==> src/rtl/fir_pkg.sv <==
// Shared types and defaults for the adder-tree FIR and its coefficient controller.
package fir_pkg;

    localparam int FIR_WIDTH = 16;
    localparam int FIR_ORDER = 53;

    typedef enum logic [1:0] {
        IDLE,
        LOAD,
        PEND_SWAP
    } state_t;

    // Bank 0 comes out of reset as a pass-through filter (tap0 = 1); bank 1 is zero.
    function automatic logic reset_tap_is_one(input int bank, input int tap);
        return (bank == 0) && (tap == 0);
    endfunction

endpackage

==> src/rtl/fir_coeff_bank.sv <==
// Double-buffered coefficient storage: two ORDER x WIDTH banks, one write port,
// and a zero-latency read mux selecting the active bank.
module fir_coeff_bank
    import fir_pkg::*;
#(
    parameter int WIDTH = FIR_WIDTH,
    parameter int ORDER = FIR_ORDER,
    parameter int IDX_W = $clog2(ORDER)
) (
    input  logic                   clk,
    input  logic                   reset,
    input  logic                   we_i,
    input  logic                   wbank_i,
    input  logic [IDX_W-1:0]       widx_i,
    input  logic [WIDTH-1:0]       wdata_i,
    input  logic                   bank_sel_i,
    output logic [ORDER*WIDTH-1:0] coeff_flat_o
);

    logic [1:0][ORDER-1:0][WIDTH-1:0] bank_q;

    always_ff @(posedge clk) begin
        if (reset) begin
            for (int b = 0; b < 2; b++) begin
                for (int k = 0; k < ORDER; k++) begin
                    bank_q[b][k] <= WIDTH'(reset_tap_is_one(b, k));
                end
            end
        end else if (we_i) begin
            bank_q[wbank_i][widx_i] <= wdata_i;
        end
    end

    // Packed layout puts tap k at [k*WIDTH +: WIDTH] directly.
    assign coeff_flat_o = bank_q[bank_sel_i];

endmodule

==> src/rtl/fir_coeff_ctrl.sv <==
// Run-time coefficient loader: streams a tap set into the shadow bank, swaps
// banks on a sample boundary, and reports delay-line fill after reset.
module fir_coeff_ctrl
    import fir_pkg::*;
#(
    parameter int WIDTH = FIR_WIDTH,
    parameter int ORDER = FIR_ORDER
) (
    input  logic                   clk,
    input  logic                   reset,
    input  logic                   cfg_start,
    input  logic                   cfg_valid,
    output logic                   cfg_ready,
    input  logic [WIDTH-1:0]       cfg_data,
    input  logic                   cfg_last,
    input  logic                   sample_strobe,
    output logic [ORDER*WIDTH-1:0] coeff_flat,
    output logic                   bank_sel,
    output logic                   load_busy,
    output logic                   load_err,
    output logic                   swap_done,
    output logic                   y_valid
);

    localparam int IDX_W  = $clog2(ORDER);
    localparam int FILL_W = $clog2(ORDER + 1);
    localparam logic [IDX_W-1:0]  LAST_IDX = IDX_W'(ORDER - 1);
    localparam logic [FILL_W-1:0] FILL_MAX = FILL_W'(ORDER);

    state_t             state_q, state_d;
    logic [IDX_W-1:0]   wr_idx_q, wr_idx_d;
    logic [FILL_W-1:0]  fill_q, fill_d;
    logic               bank_sel_q, bank_sel_d;
    logic               err_q, err_d;
    logic               swap_q, swap_d;
    logic               y_valid_q;
    logic               we;

    always_comb begin
        state_d    = state_q;
        wr_idx_d   = wr_idx_q;
        bank_sel_d = bank_sel_q;
        err_d      = 1'b0;
        swap_d     = 1'b0;
        we         = 1'b0;
        unique case (state_q)
            IDLE: begin
                if (cfg_start) begin
                    state_d  = LOAD;
                    wr_idx_d = '0;
                end
            end
            LOAD: begin
                if (cfg_valid) begin
                    we       = 1'b1;
                    wr_idx_d = wr_idx_q + 1'b1;
                    if (cfg_last) begin
                        if (wr_idx_q == LAST_IDX) begin
                            state_d = PEND_SWAP;
                        end else begin
                            state_d = IDLE;
                            err_d   = 1'b1;
                        end
                    end else if (wr_idx_q == LAST_IDX) begin
                        // Set would overrun ORDER taps; abandon it.
                        state_d = IDLE;
                        err_d   = 1'b1;
                    end
                end
            end
            PEND_SWAP: begin
                if (sample_strobe) begin
                    bank_sel_d = ~bank_sel_q;
                    swap_d     = 1'b1;
                    state_d    = IDLE;
                end
            end
            default: state_d = IDLE;
        endcase
    end

    assign fill_d = (sample_strobe && fill_q != FILL_MAX) ? fill_q + 1'b1 : fill_q;

    always_ff @(posedge clk) begin
        if (reset) begin
            state_q    <= IDLE;
            wr_idx_q   <= '0;
            fill_q     <= '0;
            bank_sel_q <= 1'b0;
            err_q      <= 1'b0;
            swap_q     <= 1'b0;
            y_valid_q  <= 1'b0;
        end else begin
            state_q    <= state_d;
            wr_idx_q   <= wr_idx_d;
            fill_q     <= fill_d;
            bank_sel_q <= bank_sel_d;
            err_q      <= err_d;
            swap_q     <= swap_d;
            y_valid_q  <= (fill_d == FILL_MAX);
        end
    end

    assign cfg_ready = (state_q == LOAD);
    assign load_busy = (state_q != IDLE);
    assign load_err  = err_q;
    assign swap_done = swap_q;
    assign bank_sel  = bank_sel_q;
    assign y_valid   = y_valid_q;

    fir_coeff_bank #(
        .WIDTH (WIDTH),
        .ORDER (ORDER),
        .IDX_W (IDX_W)
    ) u_bank (
        .clk          (clk),
        .reset        (reset),
        .we_i         (we),
        .wbank_i      (~bank_sel_q),
        .widx_i       (wr_idx_q),
        .wdata_i      (cfg_data),
        .bank_sel_i   (bank_sel_q),
        .coeff_flat_o (coeff_flat)
    );

endmodule

==> config.mk <==
export PLATFORM = sky130hd
export DESIGN_NAME = fir_coeff_ctrl
export DESIGN_NICKNAME = d
export VERILOG_FILES = /design/src/rtl/fir_pkg.sv /design/src/rtl/fir_coeff_bank.sv /design/src/rtl/fir_coeff_ctrl.sv
export SDC_FILE = /design/constraint.sdc
export NUM_CORES = 2
export LEC_CHECK = 0
export CAP_MARGIN = 20
export CORE_ASPECT_RATIO = 0.8
export CORE_MARGIN = 5
export CORE_UTILIZATION = 35
export CTS_CLUSTER_SIZE = 12
export DETAILED_ROUTE_END_ITERATION = 7
export GPL_ROUTABILITY_DRIVEN = 0
export HOLD_SLACK_MARGIN = 0.1
export SYNTH_ARGS = -nofsm -noshare
export SYNTH_HDL_FRONTEND = slang
export SYNTH_HIERARCHICAL = 1
export SYNTH_SLANG_ARGS = --single-unit
==> constraint.sdc <==
create_clock -name clk -period 2.65 [get_ports clk]
set_input_delay 0.53 -clock clk [delete_from_list [all_inputs] [get_ports clk]]
set_output_delay 0.53 -clock clk [all_outputs]
set_load 0.03 [all_outputs]
[After elaboration in Yosys (flattened, before gate mapping)]
Index checks and enable logic that the tools add are counted.
Cells by class
  add/subtract/negate cells: 2
  $lt $le $gt $ge: 5
  equal/unequal tests: 9
  mux-type cells: 24
  bitwise gates (word level): 4
  reductions and logical operators: 11
Operator list (count)
  2-to-1 mux 848 bit: 3
  bitwise mux 1696 bit: 1
  demux 848 bit (select 1 bit): 1
  demux 16 bit (select 6 bit): 1
  2-to-1 mux 6 bit: 3
  2-to-1 mux 16 bit: 1
  adder 6 x 1 -> 6 bit (second input constant): 2
  equality test 6 bit (second input constant): 2
  2-to-1 mux 2 bit: 6
  one-hot mux 6 bit (2 select lines): 1
  < comparator 6 x 7 -> 1 bit (second input constant): 1
  >= comparator 6 x 1 -> 1 bit (second input constant): 1
  2-to-1 mux 1 bit: 6
  != test 2 bit (second input constant): 3
  != test 6 bit (second input constant): 1
  one-hot mux 2 bit (3 select lines): 1
  < comparator 1 x 2 -> 1 bit (second input constant): 2
  inverter 1 bit: 4
  AND reduction 4 bit: 1
  nonzero test 2 bit: 2
  logical AND 1 bit: 3
  != test 3 x 1 -> 1 bit (second input constant): 1
  AND reduction 3 bit: 1
  OR reduction 3 bit: 1
  other kinds (6): 6
Word-level totals
  register bits: 1714
  bits of input ports: 22
  output and inout bits: 854
  logic and storage cells: 168

[Logic depth before layout (Yosys ltp)]
  word-level depth: 7
  depth in mapped cells: 10
  depth with buffers taken out: 7

[By module]
Netlist, hierarchy kept.
By module, submodules not included
  fir_coeff_bank: times used 1, cells each 6743, area an instance 75265.9 um^2, sequential area each 33952.6 um^2
  fir_coeff_ctrl: times used 1, cells each 106, area an instance 942.2 um^2, sequential area each 360.3 um^2

[Worst setup path before layout]
Ideal clock, no wire load.
  kind: register -> output
  from: register bank_sel_q (netlist: bank_sel)
  to: output port coeff_flat[100]
  data arrival time: 1875 ps
  required time: 2120 ps
  slack: 245 ps
  stages on the path, launching flop included: 5
  path buffers: 3
  cells stage by stage: dfxtp_1 > clkbuf_1 > clkbuf_1 > clkbuf_1 > mux2_2
Between the ends
  cells in the longest elaborated chain, start to end: 2
Ends and longest elaborated chain
  start, declared: line fir_coeff_ctrl.sv:33  | logic bank_sel_q, bank_sel_d;
  start signal, assigned: line fir_coeff_ctrl.sv:97  | bank_sel_q <= bank_sel_d;
  2-to-1 mux 848 bit (not written as such) (2 in a row): line fir_coeff_bank.sv:35  | assign coeff_flat_o = bank_q[bank_sel_i];
  end, declared: line fir_coeff_ctrl.sv:17  | output logic [ORDER*WIDTH-1:0] coeff_flat,
Every way passes these cells. The select of a mux whose other input is x is not followed.

[Final worst setup path]
  from: register bank_sel_q (netlist: bank_sel)
  to: output port coeff_flat[604]
The elaborated chain is that of the path after synthesis.

==> run_results.csv <==
group,metric,value,unit
detailed_routing,wl_per_cell,24.5,µm
die,die_y,427,µm
place,place.port_buffers,875,
clock_tree,cts_tree,"built",
power,leakagePower,50.2,nW
power,power,52.7,mW
layout,synthToLayoutAreaGrowth,25.8,%
logic_synthesis,synth_edf_count,0,
setup_path,worst-setup-path-type,"register to output port",
timing,max_slew_margin,34.5,%
layout,final_util,44.2,%
setup_path,endpoint_kind,"output port",
setup_path,required,2.12,ns
timing,worstMarginPinSlew,0.980,ns
logic_synthesis,synth_top_area_share,45.0,%
power,swShare,22.5,%
worst_hold_path,hold_path.class,"input port to register",
timing,finalClockSkew,0.0338,ns
clock_tree,clk_path_buf_depth,3,
detailed_routing,vias_per_cell,4.91,
global_routing,grt_max_degree,193,
clock_tree,clock_latency,0.82,ns
logic_synthesis,synthCells,6849,
layout,drive_gt1_share,25.5,%
power,peakVddDrop,612,µV
timing,finalHoldViolCount,0,
setup_path,worst_setup_path_start_kind,"register",
run_status,status,"complete, but fails checks",
timing,fin_crit,3.16,ns
setup_path,rrSetupSlack,-0.32,ns
timing,finalSetupTns,-334.80,ns
global_routing,antenna_found_initial,10,
logic_synthesis,ys_top_cells_by_area,"dfxtp_1 45%, mux2i_1 22%, nand2b_1 14%",
layout,layout_commonest_cell,"dfxtp_1",
logic_synthesis,ys_ff_latch,1714,
setup_path,critPathMaxFanout,22,
clock_tree,cts_buffers,180,
detailed_routing,drc,0,
setup_path,r2r_end,"u_bank/bank_q[1337]$_SDFFE_PP0P_",
die,num_io_pins,876,
timing,final.setup.worst_slack,-0.509,ns
die,die_area,227000,µm²
detailed_routing,drt_iter0_markers,2889,
layout,final_nets,7635,
setup_path,r2r-start,"bank_sel$_SDFFE_PP0P_",
timing,setup_viol,1114,
timing,rsz0062_at_grt,"true",
logic_synthesis,syn_area_per_cell,11.1,µm²
detailed_routing,ant_nets,0,
logic_synthesis,synth_top_area_cell,"dfxtp_1",
timing,fmax,0.317,GHz
setup_path,cp-startpoint,"bank_sel$_SDFFE_PP0P_",
timing,finalCritPeriodShare,119,%
die,fp-row-count,153,
logic_synthesis,ys_seq_area_share,45.0,%
power,p_int,40.9,mW
global_routing,grt-ovfl-total,0,
logic_synthesis,synth_area,76200,µm²
run,maxCapViolCount,0,
clock_tree,htree_levels,4,
global_routing,grt.total_usage,21.5,%
die,start_util,35.1,%
die,core_area,217000,µm²
setup_path,cp.arrival,2.63,ns
logic_synthesis,yosysWarnings,6,
setup_path,reg2regPathDepth,11,
setup_path,cp-endpoint,"coeff_flat[604]",
power,power.switching,11.9,mW
logic_synthesis,synth_ff_type,"dfxtp_1",
global_routing,grt_pass1_wl,370000,µm
power,pwr-share-clk,47.5,%
die,die_x,532,µm
clock_tree,clock_sinks,1714,
logic_synthesis,synth_nets,6876,
power,seqPwrFrac,48.9,%
layout,most-common-layout-cells,"1709 x dfxtp_1, 1699 x nand2b_1, 1697 x mux2i_1",
clock_tree,clkTransAtPathRegs,0.06,ns
logic_synthesis,yosysUniqueCellTypes,57,
power,p_comb_share,3.6,%
layout,n_fill_cell,20200,
power,powerDensity,550,nW/µm²
detailed_routing,drt-pass1-iter-count,5,
detailed_routing,via_count,52000,
run_status,failed_checks,"setup timing",
place,dp_hpwl,169000,µm
global_routing,grt_pass1_vias,53900,
timing,report.final.slew_viol_count,0,
clock_tree,clockRootBuffer,"clkbuf_16",
clock_tree,cts_hold_buf,0,
logic_synthesis,ys_async_sr_fraction,0,%
detailed_routing,drt_wl_total,260000,µm
## power by group through the flow
stage          Clock [mW]  Sequential, mW  Combinational [mW]
2_1_floorplan           0            26.4                1.08
3_3_place_gp            0            26.4                1.87
3_5_place_dp            0            26.4                1.91
4_1_cts              25.7            25.8                1.91
5_1_grt              26.7            25.8                1.97
6_report             25.0            25.8                1.88
## worst min path at each step
stage | to | depth (start not counted) | slack (ns) | startpoint
2_1_floorplan | u_bank/bank_q[15]$_SDFFE_PP0P_ | 2 | 0.45 | u_bank/bank_q[15]$_SDFFE_PP0P_
3_3_place_gp | u_bank/bank_q[1667]$_SDFFE_PP0P_ | 2 | 0.46 | u_bank/bank_q[1667]$_SDFFE_PP0P_
3_5_place_dp | u_bank/bank_q[19]$_SDFFE_PP0P_ | 2 | 0.46 | u_bank/bank_q[19]$_SDFFE_PP0P_
4_1_cts | u_bank/bank_q[873]$_SDFFE_PP0P_ | 3 | 0.23 | reset
5_1_grt | u_bank/bank_q[878]$_SDFFE_PP0P_ | 3 | 0.27 | reset
6_report | u_bank/bank_q[873]$_SDFFE_PP0P_ | 3 | 0.29 | reset
## cell type report
class / count / area (µm²) / area share, %
Inverter: 8 / 30.0 / 0.0313
Antenna cell: 7 / 17.5 / 0.0183
Timing Repair Buffer: 1216 / 12700 / 13.3
Multi-Input combinational cell: 4488 / 39400 / 41.1
Tap cell: 2867 / 3590 / 3.74
Sequential cell: 1714 / 34300 / 35.8
Clock buffer: 274 / 5320 / 5.55
Clock inverter: 32 / 428 / 0.446
## sequential cells by signal (all words and copies together) (netlist names)
name	flops
y_valid	1
load_err	1
fill_q	6
state_q	2
bank_sel	1
u_bank/bank_q	1696
wr_idx_q	6
swap_done	1
## metrics by stage
step	instance area, µm²	instances	hold slack (ns)	setup slack [ns]
final	95900	10600	0.289	-0.509
after floorplan	76200	6849	0.446	0.245
after CTS	95200	10600	0.234	-0.766
after global placement	90000	10200	0.456	-0.694
after global routing	95900	10600	0.267	-0.607
after detailed placement	90000	10200	0.461	-0.743
## cells in the mapped netlist (2+ instances only)
cell type / count
nor2_1: 13
and4bb_2: 4
buf_2: 136
a21oi_1: 4
nor4b_4: 5
nand4_2: 5
and2_1: 4
nand2b_1: 1715
nor2b_1: 5
o21ai_0: 4
ha_1: 5
xor2_1: 2
inv_1: 8
a21o_1: 2
and4bb_1: 2
nor4_1: 2
mux2_2: 848
nor4b_1: 3
nand3_2: 7
nor4b_2: 2
nor3_1: 2
nand2_1: 31
nand3_1: 4
mux2i_1: 1697
xnor2_1: 5
clkbuf_1: 442
buf_4: 30
dfxtp_1: 1714
buf_1: 12
nor4bb_1: 10
nand4_4: 5
and4_1: 4
or4_1: 4
buf_6: 19
and4b_1: 10
nand2_2: 63
## critical path: stages (launching register included)
cell           delay (ns)
dfxtp_4              0.36
buf_12               0.13
buf_4                0.13
buf_16               0.17
buf_16               0.21
mux2_2               0.40
dlygate4sd2_1        0.37
## kinds of logic (layout without fill, tap and decap cells)
group	Yosys count	in the layout	share of synthesized area, %
XOR/XNOR	7	7	0.0805
AND/OR/NAND/NOR	1912	1912	16.1
multiplexers	2545	2545	34.8
buffers and inverters	647	1530	3.74
adder cells (fa/ha/maj)	5	5	0.0821
other	0	7	0
flip-flops	1714	1714	45.0
AO/OA/AOI/OAI	19	19	0.174
## what timing repair did
item | 4_1_cts | 5_1_grt
hold endpoints to repair | 0 | 0
pin swaps | 0 | 0
resized for setup | 639 | 646
setup buffers | 8 | 26
cloned | 2 | 20
setup endpoints to repair | 879 | 1086
## routing by layer
layer / track usage (%) / up-vias / share of wire (%)
met4: 5.37 / 0 / 2.4
met5: 0 / - / 0
li1: - / 24600 / -
met2: 36.2 / 1039 / 47
met1: 28.4 / 26200 / 46
met3: 4.29 / 274 / 4.7
Power figures use the tool's default switching activity.
